**src/rtl/ls_exec_unit_pkg.sv**
```systemverilog
// Shared definitions for the load/store execution stage: opcode ids, access
// sizes, FSM state codes and default widths.
package ls_exec_unit_pkg;

  localparam int XLEN_DEF  = 32;
  localparam int OP_W_DEF  = 6;
  localparam int ROB_W_DEF = 4;

  localparam int OP_LB  = 0;
  localparam int OP_LH  = 1;
  localparam int OP_LW  = 2;
  localparam int OP_LBU = 3;
  localparam int OP_LHU = 4;
  localparam int OP_SB  = 5;
  localparam int OP_SH  = 6;
  localparam int OP_SW  = 7;

  localparam logic [1:0] SZ_BYTE = 2'd0;
  localparam logic [1:0] SZ_HALF = 2'd1;
  localparam logic [1:0] SZ_WORD = 2'd2;

  localparam logic [2:0] S_IDLE      = 3'd0;
  localparam logic [2:0] S_LD_REQ    = 3'd1;
  localparam logic [2:0] S_ST_REPORT = 3'd2;
  localparam logic [2:0] S_ST_WAIT   = 3'd3;
  localparam logic [2:0] S_ST_REQ    = 3'd4;
  localparam logic [2:0] S_MEM_WAIT  = 3'd5;
  localparam logic [2:0] S_EXC       = 3'd6;

endpackage

```
**src/rtl/ls_exec_unit_if.sv**
```systemverilog
// Memory-controller request/response bus of the load/store execution stage.
interface ls_exec_unit_if #(parameter int XLEN = 32);
  logic            mem_req_valid;
  logic            mem_req_we;
  logic [XLEN-1:0] mem_req_addr;
  logic [1:0]      mem_req_size;
  logic [XLEN-1:0] mem_req_wdata;
  logic            mem_req_ready;
  logic            mem_resp_valid;
  logic [XLEN-1:0] mem_resp_rdata;

  modport master (
    output mem_req_valid, mem_req_we, mem_req_addr, mem_req_size, mem_req_wdata,
    input  mem_req_ready, mem_resp_valid, mem_resp_rdata
  );

  modport slave (
    input  mem_req_valid, mem_req_we, mem_req_addr, mem_req_size, mem_req_wdata,
    output mem_req_ready, mem_resp_valid, mem_resp_rdata
  );
endinterface

```
**src/rtl/ls_exec_unit_load_extend.sv**
```systemverilog
// Sign/zero extension of LSB-aligned raw load data according to the opcode.
module ls_load_extend
  import ls_exec_unit_pkg::*;
#(
  parameter int XLEN = XLEN_DEF,
  parameter int OP_W = OP_W_DEF
) (
  input  logic [OP_W-1:0] op,
  input  logic [XLEN-1:0] raw,
  output logic [XLEN-1:0] value
);

  // Unknown ids fall through to the word case and pass the data unchanged.
  always_comb begin
    value = raw;
    case (op)
      OP_W'(OP_LB):  value = {{(XLEN-8){raw[7]}}, raw[7:0]};
      OP_W'(OP_LH):  value = {{(XLEN-16){raw[15]}}, raw[15:0]};
      OP_W'(OP_LBU): value = {{(XLEN-8){1'b0}}, raw[7:0]};
      OP_W'(OP_LHU): value = {{(XLEN-16){1'b0}}, raw[15:0]};
      default:       value = raw;
    endcase
  end

endmodule

```
**src/rtl/ls_exec_unit.sv**
```systemverilog
// Load/store execution stage: address generation, memory handshake, load
// extension and ROB broadcast. Optional macro: LS_MISALIGN_CHECK_EN.
module ls_exec_unit
  import ls_exec_unit_pkg::*;
#(
  parameter int XLEN  = XLEN_DEF,
  parameter int OP_W  = OP_W_DEF,
  parameter int ROB_W = ROB_W_DEF
) (
  input  logic             clk,
  input  logic             rst,
  input  logic             rdy,
  input  logic             in_valid,
  input  logic [OP_W-1:0]  in_op_id,
  input  logic [XLEN-1:0]  in_rs1,
  input  logic [XLEN-1:0]  in_rs2,
  input  logic [XLEN-1:0]  in_imm,
  input  logic [ROB_W-1:0] in_rob_id,
  output logic             ready,
  ls_exec_unit_if.master   mem,
  output logic             rob_out_valid,
  output logic [ROB_W-1:0] rob_out_id,
  output logic [XLEN-1:0]  rob_out_value,
  input  logic             rob_store_commit,
  input  logic [ROB_W-1:0] rob_store_commit_id,
  input  logic             roll_back
`ifdef LS_MISALIGN_CHECK_EN
  ,
  output logic             rob_out_exc
`endif
);

  logic [2:0]      state;
  logic [OP_W-1:0] op_q;
  logic [ROB_W-1:0] id_q;
  logic [XLEN-1:0] addr_q;
  logic [XLEN-1:0] wdata_q;
  logic [XLEN-1:0] eff_addr;
  logic [XLEN-1:0] load_val;

  function automatic logic [1:0] size_of(input logic [OP_W-1:0] op);
    case (op)
      OP_W'(OP_LB), OP_W'(OP_LBU), OP_W'(OP_SB): return SZ_BYTE;
      OP_W'(OP_LH), OP_W'(OP_LHU), OP_W'(OP_SH): return SZ_HALF;
      default:                                   return SZ_WORD;
    endcase
  endfunction

  function automatic logic is_store(input logic [OP_W-1:0] op);
    return (op == OP_W'(OP_SB)) || (op == OP_W'(OP_SH)) || (op == OP_W'(OP_SW));
  endfunction

  function automatic logic [XLEN-1:0] mask_wdata(input logic [OP_W-1:0] op,
                                                 input logic [XLEN-1:0] d);
    case (size_of(op))
      SZ_BYTE: return XLEN'(d[7:0]);
      SZ_HALF: return XLEN'(d[15:0]);
      default: return d;
    endcase
  endfunction

`ifdef LS_MISALIGN_CHECK_EN
  function automatic logic misaligned(input logic [OP_W-1:0] op, input logic [1:0] a);
    logic [1:0] sz;
    sz = size_of(op);
    return ((sz == SZ_HALF) && a[0]) || ((sz == SZ_WORD) && (a != 2'b00));
  endfunction
`endif

  assign eff_addr = in_rs1 + in_imm;

  ls_load_extend #(.XLEN(XLEN), .OP_W(OP_W)) u_load_extend (
    .op    (op_q),
    .raw   (mem.mem_resp_rdata),
    .value (load_val)
  );

  // The request fields come straight from the latched op so they stay stable
  // for the whole handshake.
  assign ready             = (state == S_IDLE);
  assign mem.mem_req_valid = (state == S_LD_REQ) || (state == S_ST_REQ);
  assign mem.mem_req_we    = is_store(op_q);
  assign mem.mem_req_addr  = addr_q;
  assign mem.mem_req_size  = size_of(op_q);
  assign mem.mem_req_wdata = wdata_q;

  always_ff @(posedge clk or posedge rst) begin
    if (rst) begin
      state         <= S_IDLE;
      op_q          <= '0;
      id_q          <= '0;
      addr_q        <= '0;
      wdata_q       <= '0;
      rob_out_valid <= 1'b0;
      rob_out_id    <= '0;
      rob_out_value <= '0;
`ifdef LS_MISALIGN_CHECK_EN
      rob_out_exc   <= 1'b0;
`endif
    end else if (rdy) begin
      rob_out_valid <= 1'b0;
`ifdef LS_MISALIGN_CHECK_EN
      rob_out_exc   <= 1'b0;
`endif
      case (state)
        S_IDLE: begin
          if (in_valid && !roll_back) begin
            op_q    <= in_op_id;
            id_q    <= in_rob_id;
            addr_q  <= eff_addr;
            wdata_q <= mask_wdata(in_op_id, in_rs2);
`ifdef LS_MISALIGN_CHECK_EN
            if (misaligned(in_op_id, eff_addr[1:0])) begin
              state         <= S_EXC;
              rob_out_valid <= 1'b1;
              rob_out_exc   <= 1'b1;
              rob_out_id    <= in_rob_id;
              rob_out_value <= '0;
            end else
`endif
            if (is_store(in_op_id)) begin
              state         <= S_ST_REPORT;
              rob_out_valid <= 1'b1;
              rob_out_id    <= in_rob_id;
              rob_out_value <= '0;
            end else begin
              state <= S_LD_REQ;
            end
          end
        end
        S_LD_REQ: begin
          if (roll_back)              state <= S_IDLE;
          else if (mem.mem_req_ready) state <= S_MEM_WAIT;
        end
        S_ST_REPORT: state <= roll_back ? S_IDLE : S_ST_WAIT;
        // A matching commit beats a simultaneous flush: the store is architectural.
        S_ST_WAIT: begin
          if (rob_store_commit && (rob_store_commit_id == id_q)) state <= S_ST_REQ;
          else if (roll_back)                                    state <= S_IDLE;
        end
        S_ST_REQ: begin
          if (mem.mem_req_ready) state <= S_MEM_WAIT;
        end
        S_MEM_WAIT: begin
          if (is_store(op_q)) begin
            if (mem.mem_resp_valid) state <= S_IDLE;
          end else if (roll_back) begin
            state <= S_IDLE;
          end else if (mem.mem_resp_valid) begin
            state         <= S_IDLE;
            rob_out_valid <= 1'b1;
            rob_out_id    <= id_q;
            rob_out_value <= load_val;
          end
        end
        default: state <= S_IDLE;
      endcase
    end
  end

endmodule
```
**src/flat_wrapper.sv**
```systemverilog
// flat-port wrapper written by rule: the top's interface ports become plain ports
module ls_exec_unit_flat import ls_exec_unit_pkg::*;
#(
  parameter int XLEN  = XLEN_DEF,
  parameter int OP_W  = OP_W_DEF,
  parameter int ROB_W = ROB_W_DEF
)
  (clk, rst, rdy, in_valid, in_op_id, in_rs1, in_rs2, in_imm, in_rob_id, ready, rob_out_valid, rob_out_id, rob_out_value, rob_store_commit, rob_store_commit_id, roll_back, mem_mem_req_valid, mem_mem_req_we, mem_mem_req_addr, mem_mem_req_size, mem_mem_req_wdata, mem_mem_req_ready, mem_mem_resp_valid, mem_mem_resp_rdata);
  ls_exec_unit_if #(.XLEN(XLEN)) mem_i ();
  input  logic clk;
  input  logic rst;
  input  logic rdy;
  input  logic in_valid;
  input  logic [OP_W-1:0] in_op_id;
  input  logic [XLEN-1:0] in_rs1;
  input  logic [XLEN-1:0] in_rs2;
  input  logic [XLEN-1:0] in_imm;
  input  logic [ROB_W-1:0] in_rob_id;
  output logic ready;
  output logic rob_out_valid;
  output logic [ROB_W-1:0] rob_out_id;
  output logic [XLEN-1:0] rob_out_value;
  input  logic rob_store_commit;
  input  logic [ROB_W-1:0] rob_store_commit_id;
  input  logic roll_back;
  output wire logic [$bits(mem_i.mem_req_valid)-1:0] mem_mem_req_valid;
  output wire logic [$bits(mem_i.mem_req_we)-1:0] mem_mem_req_we;
  output wire logic [$bits(mem_i.mem_req_addr)-1:0] mem_mem_req_addr;
  output wire logic [$bits(mem_i.mem_req_size)-1:0] mem_mem_req_size;
  output wire logic [$bits(mem_i.mem_req_wdata)-1:0] mem_mem_req_wdata;
  input wire logic [$bits(mem_i.mem_req_ready)-1:0] mem_mem_req_ready;
  input wire logic [$bits(mem_i.mem_resp_valid)-1:0] mem_mem_resp_valid;
  input wire logic [$bits(mem_i.mem_resp_rdata)-1:0] mem_mem_resp_rdata;
  assign mem_mem_req_valid = mem_i.mem_req_valid;
  assign mem_mem_req_we = mem_i.mem_req_we;
  assign mem_mem_req_addr = mem_i.mem_req_addr;
  assign mem_mem_req_size = mem_i.mem_req_size;
  assign mem_mem_req_wdata = mem_i.mem_req_wdata;
  assign mem_i.mem_req_ready = mem_mem_req_ready;
  assign mem_i.mem_resp_valid = mem_mem_resp_valid;
  assign mem_i.mem_resp_rdata = mem_mem_resp_rdata;
  ls_exec_unit #(.XLEN(XLEN), .OP_W(OP_W), .ROB_W(ROB_W)) u_core (.clk(clk), .rst(rst), .rdy(rdy), .in_valid(in_valid), .in_op_id(in_op_id), .in_rs1(in_rs1), .in_rs2(in_rs2), .in_imm(in_imm), .in_rob_id(in_rob_id), .ready(ready), .mem(mem_i), .rob_out_valid(rob_out_valid), .rob_out_id(rob_out_id), .rob_out_value(rob_out_value), .rob_store_commit(rob_store_commit), .rob_store_commit_id(rob_store_commit_id), .roll_back(roll_back));
endmodule
```
**config.mk**
```make
export PLATFORM = sky130hd
export DESIGN_NAME = ls_exec_unit_flat
export DESIGN_NICKNAME = d
export VERILOG_FILES = /design/src/rtl/ls_exec_unit_pkg.sv /design/src/rtl/ls_exec_unit_if.sv /design/src/rtl/ls_exec_unit_load_extend.sv /design/src/rtl/ls_exec_unit.sv /design/src/flat_wrapper.sv
export SDC_FILE = /design/constraint.sdc
export NUM_CORES = 1
export LEC_CHECK = 0
export ABC_AREA = 1
export CAP_MARGIN = 15
export CORE_ASPECT_RATIO = 0.75
export CORE_UTILIZATION = 40
export DETAILED_ROUTE_END_ITERATION = 16
export PLACE_DENSITY = 0.72
export SLEW_MARGIN = 20
export SYNTH_ARGS = -nofsm -noshare
export SYNTH_HDL_FRONTEND = slang
export SYNTH_HIERARCHICAL = 1
export SYNTH_SLANG_ARGS = --single-unit
```
**constraint.sdc**
```tcl
create_clock -name clk -period 5.4 [get_ports clk]
set_clock_uncertainty 0.2 [all_clocks]
set_input_delay 1.08 -clock clk [delete_from_list [all_inputs] [get_ports clk]]
set_output_delay 1.08 -clock clk [all_outputs]
set_load 0.005 [all_outputs]
```
==> results of run 1 <==
==> synthesized netlist by cell type (all sizes together) <==
| cell type | number | area share (%) |
|---|---|---|
| a21boi | 1 | 0.25 |
| a21o | 1 | 0.10 |
| a21oi | 26 | 1.7 |
| buf | 33 | 2.9 |
| clkbuf | 7 | 0.35 |
| dfrtp | 114 | 38 |
| fa | 1 | 0.27 |
| ha | 31 | 5.2 |
| inv | 144 | 7.2 |
| nand2 | 480 | 24 |
| nand3 | 121 | 8.4 |
| nand3b | 5 | 0.50 |
| nand4 | 4 | 0.42 |
| nor2 | 63 | 3.4 |
| nor3 | 6 | 0.40 |
| o2111ai | 1 | 0.20 |
| o211ai | 1 | 0.10 |
| o21ai | 60 | 4.0 |
| o21bai | 2 | 0.20 |
| or2 | 1 | 0.084 |
| xnor2 | 14 | 1.6 |
| xor2 | 2 | 0.23 |
==> critical path, cell delays in order (launching register included) <==
cell,delay [ns]
dfrtp_1,0.43
inv_1,0.11
nor2_1,0.07
o21ai_0,0.20
a21oi_1,0.05
or2_2,0.28
inv_1,0.06
clkdlybuf4s50_1,0.49
==> state kept, by name (all words and copies together) (netlist names) <==
signal	count
u_core/state	3
u_core/rob_out_id	4
u_core/rob_out_value	32
u_core/rob_out_valid	1
u_core/mem.mem_req_addr	32
u_core/id_q	4
u_core/mem.mem_req_wdata	32
u_core/op_q	6
==> placed cells by master (no fill, tap or decap), drive strengths merged, types with 18 or more instances in the layout <==
| cell type | Yosys | final |
|---|---|---|
| nand3 | 121 | 121 |
| a21oi | 26 | 26 |
| nand2 | 480 | 480 |
| inv | 144 | 146 |
| clkdlybuf4s50 | 0 | 255 |
| dfrtp | 114 | 114 |
| clkbuf | 7 | 18 |
| o21ai | 60 | 60 |
| ha | 31 | 31 |
| nor2 | 63 | 63 |
==> per-layer routing <==
layer,vias up,track usage (%)
met5,-,0
met4,0,5.95
met3,18,6.17
met2,295,37.5
met1,3554,35.2
li1,3958,-
==> where the power goes <==
group | leakage (nW) | total (W) | switching [W] | internal (W)
Clock | 0.280 | 0.00113 | 0.000434 | 0.000697
Sequential | 1.47 | 0.00135 | 0.000199 | 0.00116
Combinational | 3.83 | 0.00167 | 0.000802 | 0.000869
Total | 5.59 | 0.00416 | 0.00144 | 0.00272
==> logic make-up (layout without fill, tap and decap cells) <==
group                    Yosys count  in the layout
XOR/XNOR                          16             16
flip-flops                       114            114
adder cells (fa/ha/maj)           32             32
AO/OA/AOI/OAI                     92             92
AND/OR/NAND/NOR                  680            680
buffers and inverters            184            434
==> final cells by class <==
cell class | instances | area (sq um)
fill | 1684 | 7250
clock inverter | 14 | 156
sequential | 114 | 2850
inverter | 144 | 544
clock buffer | 18 | 439
tap | 242 | 303
timing repair buffer | 258 | 2590
multi-input combinational | 820 | 3840
==> worst paths after layout <==
path	startpoint	end	slack [ns]
min in group asynchronous	rst	u_core/id_q[2]$_DFFE_PP0P_	0.95
setup reg to reg	u_core/state[1]$_DFFE_PP0P_	u_core/rob_out_id[3]$_DFFE_PP0P_	2.42
setup / recovery	u_core/op_q[0]$_DFFE_PP0P_	mem_mem_req_size[1]	2.02
hold reg to reg	u_core/mem.mem_req_wdata[13]$_DFFE_PP0P_	u_core/mem.mem_req_wdata[13]$_DFFE_PP0P_	0.28
hold / removal	u_core/mem.mem_req_wdata[13]$_DFFE_PP0P_	u_core/mem.mem_req_wdata[13]$_DFFE_PP0P_	0.28
max in group asynchronous	rst	u_core/mem.mem_req_wdata[25]$_DFFE_PP0P_	3.25
==> metrics by stage <==
step	util (%)	setup slack (ns)	hold WS [ns]	total power, W
2_1_floorplan	-	1.10	0.272	0.00211
6_report	59.7	2.02	0.277	0.00416
4_1_cts	59.7	2.02	0.281	0.00419
5_1_grt	59.7	1.92	0.293	0.00444
3_5_place_dp	56.3	1.91	0.264	0.00303
3_3_place_gp	56.3	1.94	0.262	0.00300
==> run_results.csv, run 1 <==
group,metric,value,unit
power_and_ir_drop,p_leak,5.59,nW
logic_synthesis,synth_seq_cells,114,
detailed_routing,wl_met1,11.2,mm
cts,clk_pin_slew,0.06,ns
cts,clk_path_buf_depth,2,
global_route,grt_pass1_vias,7341,
detailed_routing,avgRoutedWirePerCell,14.6,um
worst_hold_path,hold_class,"register to register",
finish,syn_to_final_growth,43.7,%
finish,diodes,0,
logic_synthesis,syn_inst,1118,
logic_synthesis,synth_compound_area_share,6.62,%
place,port_buffers,255,
outcome,status,"finished clean",
global_route,grt_overflow,0,
logic_synthesis,yosysSeqAreaShare,38.2,%
detailed_routing,post-route-drc-count,0,
detailed_routing,wl_met3,1.98,mm
place,dpl_cell_area,10100,sq um
die,die_width,160,um
cts,cts.repair.resized,0,
detailed_routing,drt-total-wl,23.5,mm
power_and_ir_drop,max-vdd-ir-drop,0.000204,V
detailed_routing,highest_layer,"met4",
timing,rsz0062_at_grt,"no",
finish,instances_no_fill,1610,
logic_synthesis,syn_area,7460,sq um
critical_path,worstPathArrival,2.10,ns
power_and_ir_drop,power-per-cell-area,388,nW/um^2
timing,min_period,3.38,ns
global_route,grtUsageTotal,24.7,%
timing,max_slew_margin,36.3,%
run,drv_cap,0,
cts,cts_setup_buffers,0,
logic_synthesis,synthDistinctLibCells,30,
timing,final-setup-viol-count,0,
logic_synthesis,synth_top_family_by_area,"simple AND/OR/NAND/NOR gates",
critical_path,crit_fanout,5,
die,ios,256,
cts,postCtsHoldBufs,0,
cts,cts_tree,"built",
cts,clk_latency,0.41,ns
timing,hold_viol,0,
detailed_routing,met2_length,10.0,mm
detailed_routing,drt_iter0_drc,671,
detailed_routing,vias,7825,
logic_synthesis,syn_nets,1300,
timing,finalMaxSlewViolations,0,
logic_synthesis,synthAdderAreaFrac,5.47,%
logic_synthesis,avgSynthCellArea,6.68,sq um
detailed_routing,via_per_inst,4.86,
die,dieHeight,120,um
cts,root_buffer,"clkbuf_16",
die,fp.dieArea,19200,sq um
logic_synthesis,synth_mux_area_share,0,%
place,gp_routability_congestion,0.917,
timing,max_freq,295,MHz
die,start_util,41.5,%
timing,worst_pin_slew,0.953,ns
critical_path,endpoint_kind,"output port",
logic_synthesis,synth-simple-area-share,37.3,%
cts,htreeDepth,4,
critical_path,cp-start-kind,"register",
worst_hold_path,hold_depth,2,
global_route,antenna_found_initial,0,
logic_synthesis,synthXorXnorAreaFrac,1.88,%
cts,clkSinkCount,114,
timing,fin_crit_sh,62.7,%
place,dp_hpwl,17.5,mm
die,fp.coreArea,18000,sq um
finish,final_net_count,1537,
critical_path,path_class,"register to output port",
critical_path,r2r.worst_path.cells,8,
logic_synthesis,yosysWarnings,6,
finish,drive_gt1_share,3.80,%
timing,tns,0,ns
die,row_count,42,
detailed_routing,postRouteAntennaNets,0,
finish,stdcell_area,10700,sq um
global_route,grt_pass1_wl,37.6,mm
global_route,grt_max_degree,86,
place,dp_cells,1578,
critical_path,worstPathRequired,4.12,ns
detailed_routing,firstDrtPassIters,5,
cts,cts_buffers,17,
Power figures use the tool's default switching activity.
==> inputs of run 2 (changes only) <==
Clock period 5.4 ns to 3.3 ns, I/O delays scaled along.
==> run 2 against run 1 <==
Against the previous run: clock power rose by 81%; hold slack barely moved; design area rose by 1.1%; sequential cell count did not move; sequential share of layout area fell by 0.29 points; critical path type unchanged; critical endpoint unchanged.
==> run_results.csv, run 2 (synthesized netlist as in run 1, its figures left out) <==
group,metric,value,unit
outcome,status,"finished clean",
global_route,grt_overflow,0,
critical_path,rrSetupSlack,1.28,ns
detailed_routing,firstDrtPassIters,7,
die,die_width,160,um
critical_path,endpoint_kind,"output port",
power_and_ir_drop,intPower,0.00471,W
power_and_ir_drop,p_sw_share,32.6,%
detailed_routing,vias,7792,
cts,cts_buffers,17,
timing,timing.final.ws_setup,0.355,ns
global_route,grt_pass1_vias,7342,
global_route,grtUsageTotal,24.6,%
critical_path,cp-start-kind,"register",
timing,finalMaxSlewViolations,0,
critical_path,path_class,"register to output port",
place,dp_slack,0.329,ns
place,dp_hpwl,17.3,mm
finish,drive_gt1_share,3.94,%
cts,clk_path_buf_depth,2,
critical_path,crit_end,"mem_mem_req_size[1]",
critical_path,worstPathRequired,2.44,ns
critical_path,crit_fanout,5,
cts,clk_latency,0.41,ns
critical_path,r2r.worst_path.cells,8,
place,port_buffers,255,
timing,tns,0,ns
power_and_ir_drop,power-per-cell-area,645,nW/um^2
finish,final_common_cell,"nand2_1",
cts,cts_setup_buffers,0,
power_and_ir_drop,power.switching,0.00228,W
timing,hold_viol,0,
place,gp_routability_congestion,0.954,
finish,layout_common_cells,"480 x nand2_1, 255 x clkdlybuf4s50_1, 139 x inv_1",
timing,rsz0062_at_grt,"no",
detailed_routing,postRouteAntennaNets,0,
critical_path,worstPathArrival,2.09,ns
timing,fin_crit_sh,89.3,%
finish,syn_to_final_growth,45.3,%
timing,max_freq,340,MHz
die,dieHeight,120,um
run,drv_cap,0,
place,dpl_cell_area,10200,sq um
finish,multi_input_area,3840,sq um
finish,diodes,0,
timing,min_period,2.95,ns
critical_path,worstSetupStartpoint,"u_core/op_q[0]$_DFFE_PP0P_",
finish,n_fill_cell,1689,
power_and_ir_drop,max-vdd-ir-drop,0.000323,V
finish,stdcell_area,10800,sq um
power_and_ir_drop,clkPwrFrac,29.3,%
global_route,antenna_found_initial,0,
detailed_routing,drt-total-wl,23.2,mm
power_and_ir_drop,p_leak,5.66,nW
die,row_count,42,
cts,root_buffer,"clkbuf_16",
detailed_routing,post-route-drc-count,0,
global_route,grt_pass1_wl,37.5,mm
cts,clkSinkCount,114,
die,start_util,41.5,%
detailed_routing,via_per_inst,4.83,
power_and_ir_drop,seqPwrFrac,31.6,%
cts,cts.repair.resized,0,
timing,max_slew_margin,53.1,%
cts,postCtsHoldBufs,0,
cts,cts_tree,"built",
die,fp.dieArea,19200,sq um
finish,final_net_count,1541,
die,ios,256,
power_and_ir_drop,finalPower,0.00699,W
detailed_routing,avgRoutedWirePerCell,14.4,um
finish,seq_area,2850,sq um
cts,clk_pin_slew,0.05,ns
detailed_routing,drt_iter0_drc,575,
die,fp.coreArea,18000,sq um
timing,worst_pin_slew,0.703,ns
global_route,grt_max_degree,86,
timing,final-setup-viol-count,0,
critical_path,reg2reg_to,"u_core/mem.mem_req_addr[16]$_DFFE_PP0P_",
worst_hold_path,hold_class,"register to register",
critical_path,r2r-start,"u_core/state[0]$_DFFE_PP0P_",
worst_hold_path,hold_depth,2,
cts,htreeDepth,4,
power_and_ir_drop,combPwrFrac,39.2,%
[run 2: final cells by class]
class / count / area share, %
clock inverters: 10 / 1.67
well taps: 242 / 2.79
multi-input cells: 820 / 35.4
repair buffers: 262 / 24.5
inverters: 144 / 5.02
flip-flops and latches: 114 / 26.3
clock buffers: 20 / 4.30
[run 2: stage by stage]
stage	hold WS, ns	instances	util (%)
finish	0.277	1612	60.3
global route	0.295	1612	60.3
CTS	0.279	1612	60.3
detailed placement	0.265	1582	56.7
global placement	0.260	1582	56.7
floorplan	0.272	1118	-
[run 2: worst min path at each step]
stage	startpoint	to
4_1_cts	u_core/rob_out_value[23]$_DFFE_PP0P_	u_core/rob_out_value[23]$_DFFE_PP0P_
3_3_place_gp	u_core/rob_out_value[12]$_DFFE_PP0P_	u_core/rob_out_value[12]$_DFFE_PP0P_
3_5_place_dp	u_core/rob_out_value[7]$_DFFE_PP0P_	u_core/rob_out_value[7]$_DFFE_PP0P_
6_report	u_core/mem.mem_req_wdata[6]$_DFFE_PP0P_	u_core/mem.mem_req_wdata[6]$_DFFE_PP0P_
2_1_floorplan	u_core/rob_out_value[2]$_DFFE_PP0P_	u_core/rob_out_value[2]$_DFFE_PP0P_
5_1_grt	u_core/rob_out_value[7]$_DFFE_PP0P_	u_core/rob_out_value[7]$_DFFE_PP0P_
[run 2: per-layer routing]
| layer | wire (um) | vias up | part of all wire (%) | track usage [%] |
|---|---|---|---|---|
| li1 | - | 3953 | - | - |
| met1 | 11100 | 3534 | 48 | 34.8 |
| met2 | 10100 | 289 | 44 | 38.0 |
| met3 | 1680 | 16 | 7.2 | 4.80 |
| met4 | 280 | 0 | 1.2 | 7.45 |
| met5 | 0 | - | 0 | 0 |
[run 2: power by group through the flow]
| stage | clock network, W | logic [W] | registers [W] |
|---|---|---|---|
| after floorplan | 0 | 0.00124 | 0.00221 |
| after global placement | 0 | 0.00269 | 0.00221 |
| after detailed placement | 0 | 0.00274 | 0.00222 |
| after CTS | 0.00208 | 0.00275 | 0.00221 |
| after global routing | 0.00214 | 0.00304 | 0.00227 |
| final | 0.00205 | 0.00274 | 0.00221 |
[run 2: worst max-delay path, stage by stage, from the launching register on]
cell             delay [ns]
dfrtp_1                0.43
inv_1                  0.12
nor2_1                 0.07
o21ai_0                0.17
a21oi_1                0.06
or2_2                  0.27
inv_1                  0.06
clkdlybuf4s50_1        0.51
==> inputs of run 3 (changes only) <==
Settings changed: CTS_CLUSTER_DIAMETER from default to 120, SETUP_SLACK_MARGIN from default to 0.2.
==> results of run 3 <==
No change in the layout: final DEF, timing and power equal those of run 2.
